$ cat src/rtl/program_loader_if.sv
// Byte-stream source and CPU instruction-load port of the program loader.
// The master side is the byte source / observer; the slave side is the loader.
interface program_loader_if;
  logic [7:0]  ByteIn;
  logic        ByteValid;
  logic        ByteReady;
  logic        LoadDone;
  logic        CPUReset;
  logic        LoadInstructions;
  logic [31:0] Instruction;

  modport master (
    output ByteIn, ByteValid, LoadDone,
    input  ByteReady, CPUReset, LoadInstructions, Instruction
  );

  modport slave (
    input  ByteIn, ByteValid, LoadDone,
    output ByteReady, CPUReset, LoadInstructions, Instruction
  );
endinterface

$ cat src/rtl/program_loader.sv
// Program loader: collects a big-endian byte stream into 32-bit words, then
// holds the CPU in reset, bursts the words into instruction memory on
// consecutive cycles, resets the CPU again and releases it to run.
module program_loader #(
  parameter int DEPTH      = 32,
  parameter int RST_CYCLES = 2
) (
  input  logic                       clk,
  input  logic                       Reset,
  input  logic                       Start,
  program_loader_if.slave            bus,
  output logic [$clog2(DEPTH+1)-1:0] WordCount,
  output logic                       Busy,
  output logic                       Loaded
);
  localparam int WC_W = $clog2(DEPTH + 1);
  localparam int AW   = (DEPTH > 1) ? $clog2(DEPTH) : 1;
  localparam int CW   = (RST_CYCLES > 1) ? $clog2(RST_CYCLES) : 1;
  localparam logic [WC_W-1:0] FULL     = WC_W'(DEPTH);
  localparam logic [CW-1:0]   RST_LAST = CW'(RST_CYCLES - 1);

  typedef enum logic [2:0] {IDLE, COLLECT, PRERST, BURST, POSTRST, RUN} state_t;
  state_t state, next_state;

  logic [31:0]     mem [DEPTH];
  logic [31:0]     partial, partial_next, merged, wr_data;
  logic [1:0]      byte_idx, byte_idx_next;
  logic [WC_W-1:0] word_count_next;
  logic [AW-1:0]   rd_ptr, rd_addr, wr_addr;
  logic [CW-1:0]   rst_cnt;
  logic            byte_ready, xfer, wr_en, pending, burst_last;
  logic [31:0]     instr_p1;
  logic            vld_p1, cpu_rst_p1;

  assign byte_ready = (state == COLLECT) && (WordCount != FULL);
  assign xfer       = bus.ByteValid && byte_ready;
  assign burst_last = (WC_W'(rd_ptr) == WordCount - WC_W'(1));
  // Next burst word: first word when entering BURST, otherwise the one after rd_ptr.
  assign rd_addr    = (state == BURST) ? rd_ptr + AW'(1) : '0;
  assign wr_addr    = WordCount[AW-1:0];

  assign bus.ByteReady        = byte_ready;
  assign bus.CPUReset         = cpu_rst_p1;
  assign bus.LoadInstructions = vld_p1;
  assign bus.Instruction      = instr_p1;
  assign Busy   = (state == COLLECT) || (state == PRERST) ||
                  (state == BURST)   || (state == POSTRST);
  assign Loaded = (state == RUN);

  // Place the incoming byte into the lane selected by the byte index (MSB first).
  always_comb begin
    merged = partial;
    case (byte_idx)
      2'd0:    merged = {bus.ByteIn, 24'h0};
      2'd1:    merged = {partial[31:24], bus.ByteIn, 16'h0};
      2'd2:    merged = {partial[31:16], bus.ByteIn, 8'h0};
      default: merged = {partial[31:8], bus.ByteIn};
    endcase
  end

  // Next-state, packing and buffer-write decisions.
  always_comb begin
    next_state      = state;
    word_count_next = WordCount;
    byte_idx_next   = byte_idx;
    partial_next    = partial;
    wr_en           = 1'b0;
    wr_data         = merged;
    pending         = 1'b0;
    unique case (state)
      IDLE, RUN: begin
        if (Start) begin
          next_state      = COLLECT;
          word_count_next = '0;
          byte_idx_next   = '0;
          partial_next    = '0;
        end
      end
      COLLECT: begin
        if (xfer) begin
          if (byte_idx == 2'd3) begin
            wr_en           = 1'b1;
            word_count_next = WordCount + WC_W'(1);
            byte_idx_next   = '0;
            partial_next    = '0;
          end else begin
            byte_idx_next = byte_idx + 2'd1;
            partial_next  = merged;
          end
        end
        if (WordCount == FULL) begin
          next_state = PRERST;
        end else if (bus.LoadDone) begin
          // A byte accepted this cycle is folded in before flushing the partial word.
          pending = xfer ? (byte_idx != 2'd3) : (byte_idx != 2'd0);
          if (pending) begin
            wr_en           = 1'b1;
            wr_data         = xfer ? merged : partial;
            word_count_next = WordCount + WC_W'(1);
            byte_idx_next   = '0;
            partial_next    = '0;
          end
          next_state = (word_count_next == '0) ? IDLE : PRERST;
        end
      end
      PRERST:  if (rst_cnt == RST_LAST) next_state = BURST;
      BURST:   if (burst_last) next_state = POSTRST;
      POSTRST: if (rst_cnt == RST_LAST) next_state = RUN;
      default: next_state = IDLE;
    endcase
  end

  // Control state: FSM, counters and pointers.
  always_ff @(posedge clk or posedge Reset) begin
    if (Reset) begin
      state     <= IDLE;
      WordCount <= '0;
      byte_idx  <= '0;
      rd_ptr    <= '0;
      rst_cnt   <= '0;
    end else begin
      state     <= next_state;
      WordCount <= word_count_next;
      byte_idx  <= byte_idx_next;
      rd_ptr    <= (state == BURST) ? rd_ptr + AW'(1) : '0;
      rst_cnt   <= (next_state == state) ? rst_cnt + CW'(1) : '0;
    end
  end

  // Packing register and word buffer hold data only; no reset needed.
  always_ff @(posedge clk) begin
    partial <= partial_next;
    if (wr_en) mem[wr_addr] <= wr_data;
  end

  // ---- stage p1: CPU port outputs registered from the next state ----
  always_ff @(posedge clk or posedge Reset) begin
    if (Reset) begin
      cpu_rst_p1 <= 1'b1;
      vld_p1     <= 1'b0;
      instr_p1   <= '0;
    end else begin
      cpu_rst_p1 <= !((next_state == BURST) || (next_state == RUN));
      vld_p1     <= (next_state == BURST);
      instr_p1   <= (next_state == BURST) ? mem[rd_addr] : '0;
    end
  end
endmodule
$ cat src/flat_wrapper.sv
// flat-port wrapper written by rule: the top's interface ports become plain ports
module program_loader_flat 
#(
  parameter int DEPTH      = 32,
  parameter int RST_CYCLES = 2
)
  (clk, Reset, Start, WordCount, Busy, Loaded, bus_ByteIn, bus_ByteValid, bus_LoadDone, bus_ByteReady, bus_CPUReset, bus_LoadInstructions, bus_Instruction);
  program_loader_if bus_i ();
  input  logic clk;
  input  logic Reset;
  input  logic Start;
  output logic [$clog2(DEPTH+1)-1:0] WordCount;
  output logic Busy;
  output logic Loaded;
  input wire logic [$bits(bus_i.ByteIn)-1:0] bus_ByteIn;
  input wire logic [$bits(bus_i.ByteValid)-1:0] bus_ByteValid;
  input wire logic [$bits(bus_i.LoadDone)-1:0] bus_LoadDone;
  output wire logic [$bits(bus_i.ByteReady)-1:0] bus_ByteReady;
  output wire logic [$bits(bus_i.CPUReset)-1:0] bus_CPUReset;
  output wire logic [$bits(bus_i.LoadInstructions)-1:0] bus_LoadInstructions;
  output wire logic [$bits(bus_i.Instruction)-1:0] bus_Instruction;
  assign bus_i.ByteIn = bus_ByteIn;
  assign bus_i.ByteValid = bus_ByteValid;
  assign bus_i.LoadDone = bus_LoadDone;
  assign bus_ByteReady = bus_i.ByteReady;
  assign bus_CPUReset = bus_i.CPUReset;
  assign bus_LoadInstructions = bus_i.LoadInstructions;
  assign bus_Instruction = bus_i.Instruction;
  program_loader #(.DEPTH(DEPTH), .RST_CYCLES(RST_CYCLES)) u_core (.clk(clk), .Reset(Reset), .Start(Start), .bus(bus_i), .WordCount(WordCount), .Busy(Busy), .Loaded(Loaded));
endmodule
$ cat config.mk
export PLATFORM = sky130hd
export DESIGN_NAME = program_loader_flat
export DESIGN_NICKNAME = d
export VERILOG_FILES = /design/src/rtl/program_loader_if.sv /design/src/rtl/program_loader.sv /design/src/flat_wrapper.sv
export SDC_FILE = /design/constraint.sdc
export NUM_CORES = 2
export LEC_CHECK = 0
export CORE_ASPECT_RATIO = 0.5
export CORE_MARGIN = 2
export CORE_UTILIZATION = 35
export CTS_BUF_LIST = sky130_fd_sc_hd__clkbuf_16
export DETAILED_ROUTE_END_ITERATION = 10
export RECOVER_POWER = 50
export SYNTH_ARGS = -nofsm -noshare
export SYNTH_HDL_FRONTEND = slang
export SYNTH_SLANG_ARGS = --single-unit
export TNS_END_PERCENT = 50
$ cat constraint.sdc
create_clock -name clk -period 5.1 [get_ports clk]
set_input_delay 1.02 -clock clk [delete_from_list [all_inputs] [get_ports clk]]
set_output_delay 1.02 -clock clk [all_outputs]
set_load 0.02 [all_outputs]
# Word level (Yosys, flattened, before mapping)

Memory sizes are Yosys's and may differ from the RTL's.
Cells that the tools add are included.

Output and inout port bits: 43
Bits in latches: 0
Word-level logic and storage cells: 95
Bits in registers: 83
Memories kept: 1
Memory bits (writable): 1024
ROM bits: 0

Memory list:

| memory     | words | width | rd ports | clocked after memory_dff | wr ports | line                 | text |
|---|---|---|---|---|---|---|---|
| u_core.mem | 32    | 32    | 1        | 0                        | 1        | program_loader.sv:25 | `logic [31:0] mem [DEPTH];` |

Mux-type cells: 50
Multipliers: 0
$lt $le $gt $ge: 0
Equality and inequality tests: 16
Bitwise operators: 0
Shift-type cells: 0
Add/sub/neg operators: 5
Reduce and logical (&&, ||, !) cells: 14
Div/mod/pow operators: 0

Operators with widths:

| cell                                                | number |
|---|---|
| 2-to-1 mux 32 bit                                   | 12 |
| case mux 32 bit (3 select lines)                    | 1 |
| case mux 32 bit (2 select lines)                    | 1 |
| 2-to-1 mux 6 bit                                    | 9 |
| 2-to-1 mux 3 bit                                    | 6 |
| case mux 3 bit (5 select lines)                     | 1 |
| 2-to-1 mux 2 bit                                    | 7 |
| case mux 6 bit (2 select lines)                     | 1 |
| 2-to-1 mux 1 bit                                    | 10 |
| equality test 3 x 2 -> 1 bit, second input constant | 3 |
| equality test 3 bit, second input constant          | 3 |
| adder 6 x 1 -> 6 bit, second input constant         | 1 |
| equality test 5 x 6 -> 1 bit                        | 1 |
| equality test 6 bit, second input constant          | 1 |
| zero test 6 bit                                     | 1 |
| inequality test 6 bit, second input constant        | 1 |
| subtractor 6 x 1 -> 6 bit, second input constant    | 1 |
| adder 5 x 1 -> 5 bit, second input constant         | 1 |
| 2-to-1 mux 5 bit                                    | 1 |
| equality test 2 bit, second input constant          | 2 |
| logical OR 1 bit                                    | 4 |
| inequality test 2 bit, second input constant        | 2 |
| case mux 2 bit (2 select lines)                     | 1 |
| nonzero test 2 bit                                  | 2 |
| 11 further kinds                                    | 12 |

# Logic depth before layout (Yosys ltp)

Word-level depth: 16
Mapped depth: 12
Depth with buffers taken out: 8

# Worst setup path after synthesis

Ideal clock, no wire load.

Path type: register -> register
Start point: register u_core.WordCount[0]
End point: memory u_core.mem[31][0] (enable)
Path slack: 0.949 ns
Data required time: 4.679 ns
Arrival: 3.729 ns
Period minus slack after synthesis: 4.151 ns
Library setup time: 0.421 ns
Stages on the path, launching flop included: 11
Path through: dfrtp_1 > clkbuf_1 > inv_1 > ha_1 > nand2_1 > nor2_1 > a21oi_1 > and2_0 > clkbuf_1 > nand2_1 > nor2_1

Cells in the longest elaborated chain, start to end: 10
Elaborated cells between the ends (all ways): 12
Classes of those cells: eq/ne: 2; mux: 8; reduce/logical: 2

RTL lines:

| what                                       | line                                       | text |
|---|---|---|
| from (decl)                                | program_loader.sv:12                       | `output logic [$clog2(DEPTH+1)-1:0] WordCount,` |
| from (signal assigned)                     | program_loader.sv:123                      | `WordCount <= word_count_next;` |
| inequality test 6 bit                      | program_loader.sv:35                       | `assign byte_ready = (state == COLLECT) && (WordCount != FULL);` |
| logical AND 1 bit                          | program_loader.sv:35                       |  |
| logical AND 1 bit                          | program_loader.sv:36                       | `assign xfer = bus.ByteValid && byte_ready;` |
| 2-to-1 mux 1 bit, on equally long branches | program_loader.sv:80, program_loader.sv:95 |  |
| 2-to-1 mux 1 bit                           | program_loader.sv:96                       | `if (pending) begin` |
| 2-to-1 mux 1 bit                           | program_loader.sv:93                       | `end else if (bus.LoadDone) begin` |
| 2-to-1 mux 1 bit                           | program_loader.sv:91                       | `if (WordCount == FULL) begin` |
| 2-to-1 mux 1 bit                           | program_loader.sv:70                       | `unique case (state)` |
| 2-to-1 mux 1 bit                           | program_loader.sv:133                      | `if (wr_en) mem[wr_addr] <= wr_data;` |
| 2-to-1 mux 1 bit (not written as such)     | program_loader.sv:133                      |  |
| to (decl)                                  | program_loader.sv:25                       |  |

Parallel ways exist; a longest one is shown, timed or not.

# Worst setup path in the final report

Start point: register u_core.WordCount[0]
End point: memory u_core.mem[26][26] (enable)

The elaborated chain is that of the path after synthesis.

==> impl_metrics.tcl <==
set metrics [dict create \
    p_clk_frac 0.268 \
    antenna_found_initial 2 \
    syn_inst 3061 \
    ctsResizeCount 0 \
    p_leak_nw 16.2 \
    end_kind "flop" \
    cts_buffers 103 \
    avgSynthCellArea_sq_um 14.5 \
    boundaryPins 56 \
    clock-root-buffer "clkbuf_16" \
    pwr-share-seq 0.373 \
    drc 0 \
    synthArstFlopShare 0.0461 \
    setup_tns_ns 0 \
    crit_type "flop to flop" \
    final_area_sq_um 50800 \
    clockBufferDepth 3 \
    areaGrowthSynthToFinish_pct 14.6 \
    coreArea_sq_um 126000 \
    hp-class "flop to flop" \
    gp_congestion 0.840 \
    pwr-share-comb 0.359 \
    drt.antenna.violating_nets 0 \
    peakVddDrop_mv 0.728 \
    grt_pass1_wl_mm 187 \
    cp-startpoint "u_core.WordCount[0]" \
    violations "max-capacitance violations, max-slew violations" \
    synth_warnings 0 \
    finalSetupViolCount 0 \
    insertion_delay_ns 0.70 \
    grtUsageMet2 0.291 \
    cap_violations 13 \
    drive_gt1_frac 0.104 \
    ys_seq_area_frac 0.744 \
    hold_buffers 0 \
    ys_seq_elements 1107 \
    period_share 0.876 \
    busiest_layer "met2" \
    cts_num_sinks 1107 \
    htreeDepth 3 \
    wl_mm 129 \
    dr_total_vias 28400 \
    power.share.switching 0.378 \
    post-route-min-period_ns 4.47 \
    synth_edf_count 1056 \
    ys_top_cells_by_area "edfxtp_1 72%, a221oi_1 4.9%, nand2_1 4.9%, dfrtp_1 2.8%, a31oi_1 2.2%" \
    placed_area_sq_um 47700 \
    start_util 0.352 \
    synth_top_cell_by_area "edfxtp_1" \
    cts.clk_slew.worst_paths_ns 0.06 \
    r2r_start "u_core.WordCount[0]" \
    io_buffers 55 \
    slew_headroom -0.390 \
    dp_hpwl_mm 76.6 \
    met3_usage 0.0372 \
    hold_viol 0 \
    die_y_um 256 \
    rsz0062_at_grt "no" \
    status "finished with violations" \
    slew_viol_final 398 \
    fillers 11400 \
    synth_area_sq_um 44300 \
    fmax_ghz 0.224 \
    cp_max_fo 14 \
    grt_pass1_vias 26800 \
    final_nets 3116 \
    p_int_mw 18.3 \
    crit_path_start_kind "flop" \
    synth_common_cells "1056 x edfxtp_1, 577 x nand2_1, 249 x a221oi_1" \
    placementRows 92 \
    post_synth_num_cell_types 75 \
    grt-ovfl-total 0 \
    die-area_sq_um 130000 \
    cts_tree "done" \
    required_ns 5.41 \
    arrival_ns 4.78 \
    via_per_inst 5.82 \
    synth_fp_nets 3083 \
    dr.first_iter.drc_count 4021 \
    fp.dieW_um 507 \
    grt_use_total 0.193 \
    switchingPower_mw 11.1 \
    grt_start_max_net_pins 194 \
    synth_most_common_cell "edfxtp_1" \
    cts_setup_buffers 0 \
    grt_use_met1 0.282 \
    finClkSkew_ns 0.0304 \
    dr.pass1.iters 5 \
    hold_ws_ns 0.504 \
    power.density_nw_per_um2 578 \
    wire_per_inst_um 26.5 \
    synth_ff_type "edfxtp_1" \
    min-delay-start "u_core.rst_cnt" \
    worst_pin_slew_ns 2.09 \
    yosysTopAreaCellShare 0.715 \
]
## placed cells by master, fill, tap and decap left out, drive strengths merged, types with 64 or more instances in the layout
master / instances
a21oi: 120
a221oi: 249
a311o: 92
a31oi: 156
buf: 103
clkbuf: 136
edfxtp: 1056
nand2: 577
nor2: 64
o21ai: 77
## logic make-up after synthesis
family / synth area share
flops: 0.744
compound gates: 0.152
simple gates: 0.0707
buf+inv: 0.0273
xor+xnor: 0.00237
fa+ha+maj: 0.00254
mux: 0.000706
## layout make-up
class / count / area, sq um / share of cell area
Multi-Input combinational cell: 1676 / 10400 / 0.205
Timing Repair Buffer: 189 / 1730 / 0.0341
Clock inverter: 88 / 823 / 0.0162
Sequential cell: 1107 / 33000 / 0.649
Clock buffer: 105 / 2630 / 0.0517
Antenna cell: 1 / 2.50 / 0.0000492
Tap cell: 1692 / 2120 / 0.0417
Inverter: 17 / 82.6 / 0.00163
## sequential cells by signal, summed over array words and instances, names as in the netlist
name and flops:
u_core.bus.Instruction 32, u_core.partial 32, u_core.mem 1024, u_core.bus.LoadInstructions 1, u_core.rd_ptr 5, u_core.bus.CPUReset 1
u_core.WordCount 6, u_core.rst_cnt 1, u_core.state 3, u_core.byte_idx 2
## metal layers
layer / vias to the layer above / routed length [um] / part of all wire
li1: 12300 / - / -
met1: 14400 / 54900 / 0.43
met2: 1459 / 58100 / 0.45
met3: 207 / 12300 / 0.095
met4: 2 / 3790 / 0.029
met5: - / 13 / 0.00010
## worst paths after layout
kind                                                   end  slack (ns)  cells past startpoint
worst min-delay path                        u_core.rst_cnt        0.50                      1
min in group asynchronous       u_core.bus.Instruction[19]        1.40                      2
worst max register to register          u_core.mem[26][26]        0.63                     10
worst min register to register              u_core.rst_cnt        0.50                      1
max in group asynchronous        u_core.bus.Instruction[3]        1.48                      3
worst max-delay path                    u_core.mem[26][26]        0.63                     10
## critical path, stage by stage, from the launching register on
cell	delay, ns
dfrtp_1	0.63
inv_1	0.18
ha_1	0.37
nand2_1	0.24
nor2_1	0.14
a21oi_1	0.42
and2_0	0.47
nand2_1	0.11
clkbuf_1	0.42
nor2_4	0.23
clkbuf_1	0.86
## power groups by stage
stage                     Sequential (mW)  Combinational, mW  Clock (mW)
final                                11.0               10.6        7.88
after CTS                            10.9               10.6        7.94
after floorplan                      11.1               6.41           0
after detailed placement             11.1               10.5           0
after global placement               11.1               10.4           0
after global routing                 11.0               11.3        8.30
## per-stage QoR
stage | cells | util | worst slack, ns | power, mW
floorplan | 3061 | - | 0.949 | 17.6
global placement | 4681 | 0.379 | 0.863 | 21.6
detailed placement | 4681 | 0.379 | 0.888 | 21.7
CTS | 4874 | 0.406 | 0.992 | 29.4
global route | 4874 | 0.404 | 0.417 | 30.6
finish | 4875 | 0.404 | 0.632 | 29.4
Note: power is estimated with default switching activity, not from simulation.
